**src/rtl/uart_pkg.sv**
```systemverilog
// Shared UART definitions: frame shape and baud divider.
// Used by both the receiver and the transmitter.
package uart_pkg;

  localparam int DATA_BITS = 8;
  localparam int STOP_BITS = 1;
  localparam int CNT_W     = 13;

  function automatic int baud_div(
    input int clk_hz,
    input int bps
  );
    return clk_hz / bps;
  endfunction

endpackage

```
**src/rtl/uart_rx_if.sv**
```systemverilog
// Receiver pin and byte-output bundle.
// master = the receiver, slave = the line driver and byte consumer.
interface uart_rx_if;

  logic       rx;
  logic [7:0] po_data;
  logic       po_flag;
  logic       frame_err;
  logic       rx_busy;

  modport master (
    input  rx,
    output po_data,
    output po_flag,
    output frame_err,
    output rx_busy
  );

  modport slave (
    output rx,
    input  po_data,
    input  po_flag,
    input  frame_err,
    input  rx_busy
  );

endinterface

```
**src/rtl/uart_rx_sync.sv**
```systemverilog
// Two-flop synchroniser for the rx pin plus falling-edge detect.
// Edges are only reported once the pin has been seen high since reset.
module uart_rx_sync (
  input  logic clk,
  input  logic rst,
  input  logic rx,
  output logic rx_s2,
  output logic fall
);

  logic       rx_s1;
  logic       rx_s3;
  logic [1:0] warm;
  logic       primed;

  always_ff @(posedge clk or posedge rst) begin
    if (rst) begin
      rx_s1  <= 1'b1;
      rx_s2  <= 1'b1;
      rx_s3  <= 1'b1;
      warm   <= 2'b00;
      primed <= 1'b0;
    end else begin
      rx_s1  <= rx;
      rx_s2  <= rx_s1;
      rx_s3  <= rx_s2;
      warm   <= {warm[0], 1'b1};
      // rx_s2 holds real pin data only once warm[1] is set
      if (warm[1] && rx_s2)
        primed <= 1'b1;
    end
  end

  assign fall = primed & rx_s3 & ~rx_s2;

endmodule

```
**src/rtl/uart_rx.sv**
```systemverilog
// 8N1 serial receiver: start detect, mid-bit sampling,
// one-cycle po_flag on a good byte, frame_err on a low stop bit.
module uart_rx
  import uart_pkg::*;
#(
  parameter int UART_BPS = 9600,
  parameter int CLK      = 50_000_000
) (
  input  logic     clk,
  input  logic     rst,
  uart_rx_if.master bus
);

  localparam int BAUD_CNT_MAX = baud_div(CLK, UART_BPS);
  localparam int HALF_CNT     = BAUD_CNT_MAX / 2;

  localparam logic [CNT_W-1:0] LAST = CNT_W'(BAUD_CNT_MAX - 1);
  localparam logic [CNT_W-1:0] SAMP = CNT_W'(HALF_CNT - 1);
  localparam logic [2:0]       TOPB = 3'(DATA_BITS - 1);

  typedef enum logic [1:0] {
    IDLE  = 2'd0,
    START = 2'd1,
    DATA  = 2'd2,
    STOP  = 2'd3
  } state_t;

  state_t           state;
  logic [CNT_W-1:0] baud_cnt;
  logic [2:0]       bit_cnt;
  logic [7:0]       shift;
  logic             rx_s2;
  logic             fall;
  logic             samp;
  logic             last;

  uart_rx_sync u_sync (
    .clk   (clk),
    .rst   (rst),
    .rx    (bus.rx),
    .rx_s2 (rx_s2),
    .fall  (fall)
  );

  assign samp = (baud_cnt == SAMP);
  assign last = (baud_cnt == LAST);

  always_ff @(posedge clk or posedge rst) begin
    if (rst) begin
      state         <= IDLE;
      baud_cnt      <= '0;
      bit_cnt       <= '0;
      shift         <= '0;
      bus.po_data   <= 8'h00;
      bus.po_flag   <= 1'b0;
      bus.frame_err <= 1'b0;
      bus.rx_busy   <= 1'b0;
    end else begin
      bus.po_flag   <= 1'b0;
      bus.frame_err <= 1'b0;
      if (state == IDLE || last)
        baud_cnt <= '0;
      else
        baud_cnt <= baud_cnt + 1'b1;

      unique case (state)
        IDLE: begin
          bit_cnt <= '0;
          if (fall) begin
            state       <= START;
            bus.rx_busy <= 1'b1;
          end
        end
        START: begin
          if (samp && rx_s2) begin
            state       <= IDLE;
            bus.rx_busy <= 1'b0;
          end else if (last) begin
            state   <= DATA;
            bit_cnt <= '0;
          end
        end
        DATA: begin
          if (samp)
            shift <= {rx_s2, shift[7:1]};
          if (last) begin
            if (bit_cnt == TOPB)
              state <= STOP;
            else
              bit_cnt <= bit_cnt + 1'b1;
          end
        end
        STOP: begin
          // leave at mid stop bit so a back-to-back start is caught
          if (samp) begin
            state       <= IDLE;
            bus.rx_busy <= 1'b0;
            if (rx_s2) begin
              bus.po_data <= shift;
              bus.po_flag <= 1'b1;
            end else begin
              bus.frame_err <= 1'b1;
            end
          end
        end
        default: state <= IDLE;
      endcase
    end
  end

endmodule

```
**src/flat_wrapper.sv**
```systemverilog
// flat-port wrapper written by rule: the top's interface ports become plain ports
module uart_rx_flat import uart_pkg::*;
#(
  parameter int UART_BPS = 9600,
  parameter int CLK      = 50_000_000
)
  (clk, rst, bus_rx, bus_po_data, bus_po_flag, bus_frame_err, bus_rx_busy);
  uart_rx_if bus_i ();
  input  logic clk;
  input  logic rst;
  input wire logic [$bits(bus_i.rx)-1:0] bus_rx;
  output wire logic [$bits(bus_i.po_data)-1:0] bus_po_data;
  output wire logic [$bits(bus_i.po_flag)-1:0] bus_po_flag;
  output wire logic [$bits(bus_i.frame_err)-1:0] bus_frame_err;
  output wire logic [$bits(bus_i.rx_busy)-1:0] bus_rx_busy;
  assign bus_i.rx = bus_rx;
  assign bus_po_data = bus_i.po_data;
  assign bus_po_flag = bus_i.po_flag;
  assign bus_frame_err = bus_i.frame_err;
  assign bus_rx_busy = bus_i.rx_busy;
  uart_rx #(.UART_BPS(UART_BPS), .CLK(CLK)) u_core (.clk(clk), .rst(rst), .bus(bus_i));
endmodule
```
**config.mk**
```make
export PLATFORM = sky130hd
export DESIGN_NAME = uart_rx_flat
export DESIGN_NICKNAME = d
export VERILOG_FILES = /design/src/rtl/uart_pkg.sv /design/src/rtl/uart_rx_if.sv /design/src/rtl/uart_rx_sync.sv /design/src/rtl/uart_rx.sv /design/src/flat_wrapper.sv
export SDC_FILE = /design/constraint.sdc
export NUM_CORES = 1
export LEC_CHECK = 0
export ABC_AREA = 1
export CORE_ASPECT_RATIO = 0.7
export CORE_MARGIN = 10
export CORE_UTILIZATION = 58
export CTS_CLUSTER_DIAMETER = 30
export DETAILED_ROUTE_END_ITERATION = 10
export GPL_TIMING_DRIVEN = 0
export PLACE_DENSITY = 0.83
export REMOVE_ABC_BUFFERS = 1
export SYNTH_ARGS = -nofsm -noshare
export SYNTH_HDL_FRONTEND = slang
export SYNTH_SLANG_ARGS = --single-unit
```
**constraint.sdc**
```tcl
create_clock -name clk -period 2.1 [get_ports clk]
set_clock_uncertainty 0.2 [all_clocks]
set_input_delay 0.525 -clock clk [delete_from_list [all_inputs] [get_ports clk]]
set_output_delay 0.525 -clock clk [all_outputs]
set_load 0.01 [all_outputs]
```
==> results of run 1 <==
==> per-layer routing <==
metal	up-vias	wire length, um	track usage (%)
li1	721	-	-
met1	706	1820	16.2
met2	33	1690	18.7
met3	6	202	3.77
met4	0	75	6.17
met5	-	0	0
==> cell type report <==
type	instances	share of cell area, %
Tap cell	47	2.51
Clock inverter	1	0.321
Timing Repair Buffer	13	5.56
Inverter	23	3.69
Multi-Input combinational cell	146	37.7
Sequential cell	43	46.1
Clock buffer	7	4.11
==> power groups by stage <==
stage | clock network (mW) | registers, mW | logic, mW
floorplan | 0 | 0.984 | 0.410
global placement | 0 | 0.997 | 0.508
detailed placement | 0 | 1.01 | 0.533
CTS | 0.593 | 0.988 | 0.539
global route | 0.622 | 0.998 | 0.613
finish | 0.583 | 0.992 | 0.540
==> logic make-up after synthesis <==
family                     after synthesis  synth area share (%)
and+or+nand+nor                        110                  28.6
other                                    1                 0.183
DFF                                     43                  52.6
xor gates and xnor gates                 2                 0.853
muxes                                    7                  5.12
AOI/OAI and AO/OA                       23                  5.73
buffers and inverters                   25                  5.12
adders and majority gates                3                  1.83
==> final timing paths <==
| path | start | to | slack (ns) |
|---|---|---|---|
| min in group asynchronous | rst | u_core.bus.po_data[6] | 0.52 |
| min | u_core.u_sync.rx_s1 | u_core.u_sync.rx_s2 | 0.16 |
| max | u_core.bus.po_data[7] | bus_po_data[7] | 0.16 |
| min reg2reg | u_core.u_sync.rx_s1 | u_core.u_sync.rx_s2 | 0.16 |
| max in group asynchronous | rst | u_core.bus.po_flag | 0.63 |
| max reg2reg | u_core.baud_cnt[0] | u_core.baud_cnt[2] | 0.21 |
==> flip-flops by register name, summed over array words and instances (netlist names), 2 cells and up, named ones only <==
| register | count |
|---|---|
| u_core.bus.po_data | 8 |
| u_core.u_sync.warm | 2 |
| u_core.baud_cnt | 13 |
| u_core.bit_cnt | 3 |
| u_core.shift | 8 |
==> layout by cell type, fill, tap and decap left out, drive strengths merged <==
master | netlist | layout
a21o | 1 | 1
a21oi | 4 | 4
clkbuf | 0 | 7
clkdlybuf4s50 | 0 | 13
clkinvlp | 0 | 1
conb | 1 | 1
dfrtp | 40 | 40
dfstp | 3 | 3
ha | 3 | 3
inv | 23 | 23
mux2 | 7 | 7
nand2 | 60 | 60
nand3 | 12 | 12
nand4 | 3 | 3
nor2 | 25 | 25
nor3 | 7 | 7
nor3b | 1 | 1
o21ai | 18 | 18
or2 | 2 | 2
xor2 | 2 | 2
==> metrics by stage <==
stage          setup WS (ns)  area [sq um]
6_report               0.160          2340
5_1_grt               0.0197          2340
4_1_cts                0.113          2330
3_5_place_dp           0.136          2220
3_3_place_gp          -0.475          2220
2_1_floorplan          0.377          2040
==> repair_timing <==
item                                    4_1_cts  5_1_grt
endpoints found under the setup margin        0        3
hold buffers                                  0        0
gates resized for setup                       0        2
endpoints found under the hold margin         0        0
==> results.py, run 1 <==
metrics = {
    "synthesis": {
        "ys_seq_area_share_pct": 52.6,
        "ys_async_sr_fraction_pct": 100,
        "yosys_warnings": 0,
        "syn_area_sq_mm": 0.00205,
        "syn_inst": 214,
        "synth_area_leaders": "dfrtp_1, nand2_1, mux2_4",
        "synth_edf_count": 0,
        "synth.largest_area_cell": "dfrtp_1",
        "synthFlopType": "dfrtp_1",
        "avgSynthCellArea_sq_um": 9.60,
        "yosysMostFrequentCell": "nand2_1",
        "synth.top_cell.area_share_pct": 48.7,
        "ys_ff_latch": 43,
        "netlist_top_cells_count": "nand2_1, dfrtp_1, inv_1",
        "synth_cell_types": 29,
    },
    "flow_run": {
        "drv_cap": 0,
    },
    "pwr": {
        "finalPower_mw": 2.11,
        "p_int_mw": 1.37,
        "switching_power_uw": 743,
        "p_clk_share_pct": 27.6,
        "combPwrFrac_pct": 25.5,
        "p_per_area_mw_per_mm2": 903,
        "p_leak_nw": 1.16,
        "peakVddDrop_mv": 0.666,
        "seqPwrFrac_pct": 46.9,
        "swShare_pct": 35.2,
    },
    "sta": {
        "grt_setup_unrepaired": "false",
        "final_max_slew_viol_count": 0,
        "hold_viol": 0,
        "tns_ns": 0,
        "slew_headroom_pct": 42.5,
        "min_period_ns": 1.94,
        "fmax_mhz": 515,
        "tightest_slew_ns": 0.862,
        "finalCritPeriodShare_pct": 92.4,
        "hold_slack_ns": 0.157,
        "timing.final.setup_violations": 0,
    },
    "floorplanning": {
        "rows": 17,
        "start_util_pct": 62.7,
        "ios": 14,
        "dieWidth_um": 91.1,
        "core_area_sq_mm": 0.00328,
        "die_area_sq_mm": 0.00636,
        "die_h_um": 69.8,
    },
    "placement": {
        "place_congestion": 0.804,
        "portBuffers": 13,
        "dp_hpwl_um": 2740,
        "dpl.cell_count": 272,
    },
    "cts": {
        "cts_sinks": 43,
        "cts_buffers": 5,
        "clk_path_buf_depth": 2,
        "clk_latency_ns": 0.30,
        "ctsHtreeMaxLevel": 2,
        "cts_root_buf": "clkbuf_8",
        "post-cts-setup-buffers": 0,
        "cts_tree": "built",
        "clk_pin_slew_worst_paths_ns": 0.08,
    },
    "hold_path": {
        "min_delay_path_depth": 0,
        "hold_path_class": "reg -> reg",
    },
    "setup_path": {
        "crit_chain": "clkdlybuf4s50_1",
        "max_stage_delay_ns": 0.55,
        "path_buf_inv": 1,
        "cp_top_family": "buffers and inverters",
        "worstSetupPathType": "reg -> out",
        "crit_fanout": 2,
        "required_ns": 1.37,
        "slowest_stage": "clkdlybuf4s50_1",
        "startpoint_type": "register",
        "cp.depth": 1,
        "cp-end-kind": "output port",
        "r2r_cells": 8,
        "worstPathArrival_ns": 1.22,
    },
    "route": {
        "vias_per_cell": 5.24,
        "dr.pass1.iters": 4,
        "drcViolationCount": 0,
        "wire_per_inst_um": 13.5,
        "dr_total_vias": 1466,
        "route.antenna.remaining_nets": 0,
        "drtIter0Drc": 48,
        "wl_um": 3790,
    },
    "layout": {
        "diodes": 0,
        "final_cells": 280,
        "fin_util_pct": 71.5,
        "drive_gt1_share_pct": 22.7,
        "area_growth_pct": 14.0,
        "num-nets-final": 238,
        "multi_input_area_sq_um": 883,
        "seqCellArea_sq_mm": 0.00108,
        "n_fill_cell": 253,
    },
    "global_route": {
        "grt_first_pass_wirelength_um": 6550,
        "antenna_found_initial": 0,
        "grtUsageTotal_pct": 12.6,
        "grt_pass1_vias": 1386,
        "grt_max_degree": 44,
        "grt-ovfl-total": 0,
    },
    "status": {
        "status": "completed",
    },
}
No activity file was read; power rests on OpenSTA's default activity.
==> inputs of run 2 (changes only) <==
Settings changed: CORE_ASPECT_RATIO 0.7 to default.
==> run 2 against run 1 <==
  * Flip-flop and latch count unchanged
  * Wire length decreased by 3.9%
  * Final cell count decreased by 0.36%
  * Register-to-register slack improved by 0.04 ns
  * Via count decreased by 3.0%
  * First-iteration DRC count increased by 54%
  * Critical path depth unchanged
  * Worst setup slack got worse by 0.094 ns
  * Global-route usage decreased by 0.39 points
  * Critical endpoint is now bus_po_data[4]
==> results.py, run 2 (synthesis results as in run 1) <==
metrics = {
    "cts": {
        "clk_latency_ns": 0.36,
        "cts_buffers": 5,
        "post-cts-setup-buffers": 0,
        "clk_path_buf_depth": 2,
        "cts_tree": "built",
        "ctsHtreeMaxLevel": 2,
        "cts_sinks": 43,
        "clk_pin_slew_worst_paths_ns": 0.12,
        "cts_root_buf": "clkbuf_4",
    },
    "sta": {
        "min_period_ns": 2.03,
        "fmax_mhz": 491,
        "hold_viol": 0,
        "timing.final.setup_violations": 0,
        "finalCritPeriodShare_pct": 96.9,
        "grt_setup_unrepaired": "false",
        "slew_headroom_pct": 42.8,
        "tightest_slew_ns": 0.857,
        "final_max_slew_viol_count": 0,
    },
    "global_route": {
        "grt_pass1_vias": 1408,
        "grt_max_degree": 44,
        "grt-ovfl-total": 0,
        "grt_first_pass_wirelength_um": 6160,
        "antenna_found_initial": 0,
        "grtUsageTotal_pct": 12.2,
    },
    "layout": {
        "drive_gt1_share_pct": 21.9,
        "seqCellArea_sq_mm": 0.00108,
        "multi_input_area_sq_um": 878,
        "diodes": 0,
        "num-nets-final": 238,
        "area_growth_pct": 11.3,
        "top_regs": "u_core.baud_cnt: 13 flops, u_core.bus.po_data: 8 flops, u_core.shift: 8 flops",
        "final_cells": 279,
        "n_fill_cell": 255,
        "layout_common_cells": "nand2_1, dfrtp_1, inv_1, nor2_1, clkdlybuf4s50_1",
        "regMostFlops": "u_core.baud_cnt",
        "layout_commonest_cell": "nand2_1",
        "largest_reg_flops": 13,
    },
    "floorplanning": {
        "dieWidth_um": 79.5,
        "rows": 21,
        "die_area_sq_mm": 0.00632,
        "ios": 14,
        "core_area_sq_mm": 0.00339,
        "die_h_um": 79.5,
        "start_util_pct": 60.6,
    },
    "placement": {
        "dpl.cell_count": 271,
        "place_congestion": 0.859,
        "portBuffers": 13,
        "dp_hpwl_um": 2690,
    },
    "route": {
        "drcViolationCount": 0,
        "route.antenna.remaining_nets": 0,
        "dr.pass1.iters": 4,
        "dr_total_vias": 1422,
        "wire_per_inst_um": 13.0,
        "wl_um": 3640,
        "drtIter0Drc": 74,
        "vias_per_cell": 5.10,
    },
    "setup_path": {
        "max_stage_delay_ns": 0.57,
        "cp_top_family": "buffers and inverters",
        "cp-end-kind": "output port",
        "startpoint_type": "register",
        "slowest_stage": "clkdlybuf4s50_1",
        "worstSetupPathType": "reg -> out",
        "required_ns": 1.37,
        "path_buf_inv": 1,
        "crit_fanout": 2,
        "worstPathArrival_ns": 1.31,
        "crit_chain": "clkdlybuf4s50_1",
    },
    "pwr": {
        "p_leak_nw": 1.14,
        "p_per_area_mw_per_mm2": 830,
        "finalPower_mw": 1.90,
        "peakVddDrop_mv": 0.456,
    },
    "hold_path": {
        "hold_path_class": "reg -> reg",
    },
    "flow_run": {
        "drv_cap": 0,
    },
    "status": {
        "status": "completed",
    },
}
==> run 2: cell types whose count changed in the layout (fill, tap and decap cells not counted), sizes merged <==
cell	previous run	this run
clkbuf	7	6
clkinv	0	1
==> run 2: final timing paths <==
path / startpoint / endpoint / slack (ns) / cells after the start
worst max-delay path: u_core.bus.po_data[4] / bus_po_data[4] / 0.07 / 1
worst max register to register: u_core.baud_cnt[0] / u_core.shift[6] / 0.25 / 5
max in group asynchronous: rst / u_core.bus.po_data[7] / 0.71 / 2
worst min-delay path: u_core.u_sync.warm[0] / u_core.u_sync.warm[1] / 0.17 / 0
min in group asynchronous: rst / u_core.shift[5] / 0.46 / 2
worst min register to register: u_core.u_sync.warm[0] / u_core.u_sync.warm[1] / 0.17 / 0
==> run 2: per-stage QoR <==
step	cell area, sq um	util, %	TNS [ns]	worst slack [ns]	hold slack (ns)
finish	2290	67.4	0	0.0652	0.166
global route	2290	67.4	0	0.0132	0.178
CTS	2280	67.2	0	0.0405	0.172
detailed placement	2220	65.6	0	0.128	0.146
global placement	2220	65.6	-17.37	-0.428	0.136
floorplan	2040	-	0	0.377	0.131
==> run 2: routing by layer <==
layer | vias to the layer above | routed length, um | share of wire [%] | track usage (%)
met5 | - | 0 | 0 | 0
met3 | 8 | 155 | 4.3 | 4.28
met2 | 19 | 1770 | 49 | 19.2
met1 | 674 | 1640 | 45 | 14.1
met4 | 0 | 72 | 2.0 | 6.81
li1 | 721 | - | - | -
==> run 2: layout make-up <==
cell class                      instances  area share [%]
Multi-Input combinational cell        146            38.4
Clock buffer                            6            1.81
Inverter                               23            3.78
Tap cell                               46            2.52
Sequential cell                        43            47.2
Timing Repair Buffer                   13            5.69
Clock inverter                          2           0.547
==> run 2: timing repair <==
action | 4_1_cts | 5_1_grt
setup endpoints to repair | 0 | 1
hold buffers | 0 | 0
resized for setup | 0 | 1
==> run 2: where the power goes <==
| group | internal [mW] | total [mW] | switching [mW] |
|---|---|---|---|
| clock | 0.129 | 0.390 | 0.261 |
| combinational | 0.168 | 0.522 | 0.354 |
| sequential | 0.902 | 0.986 | 0.0835 |
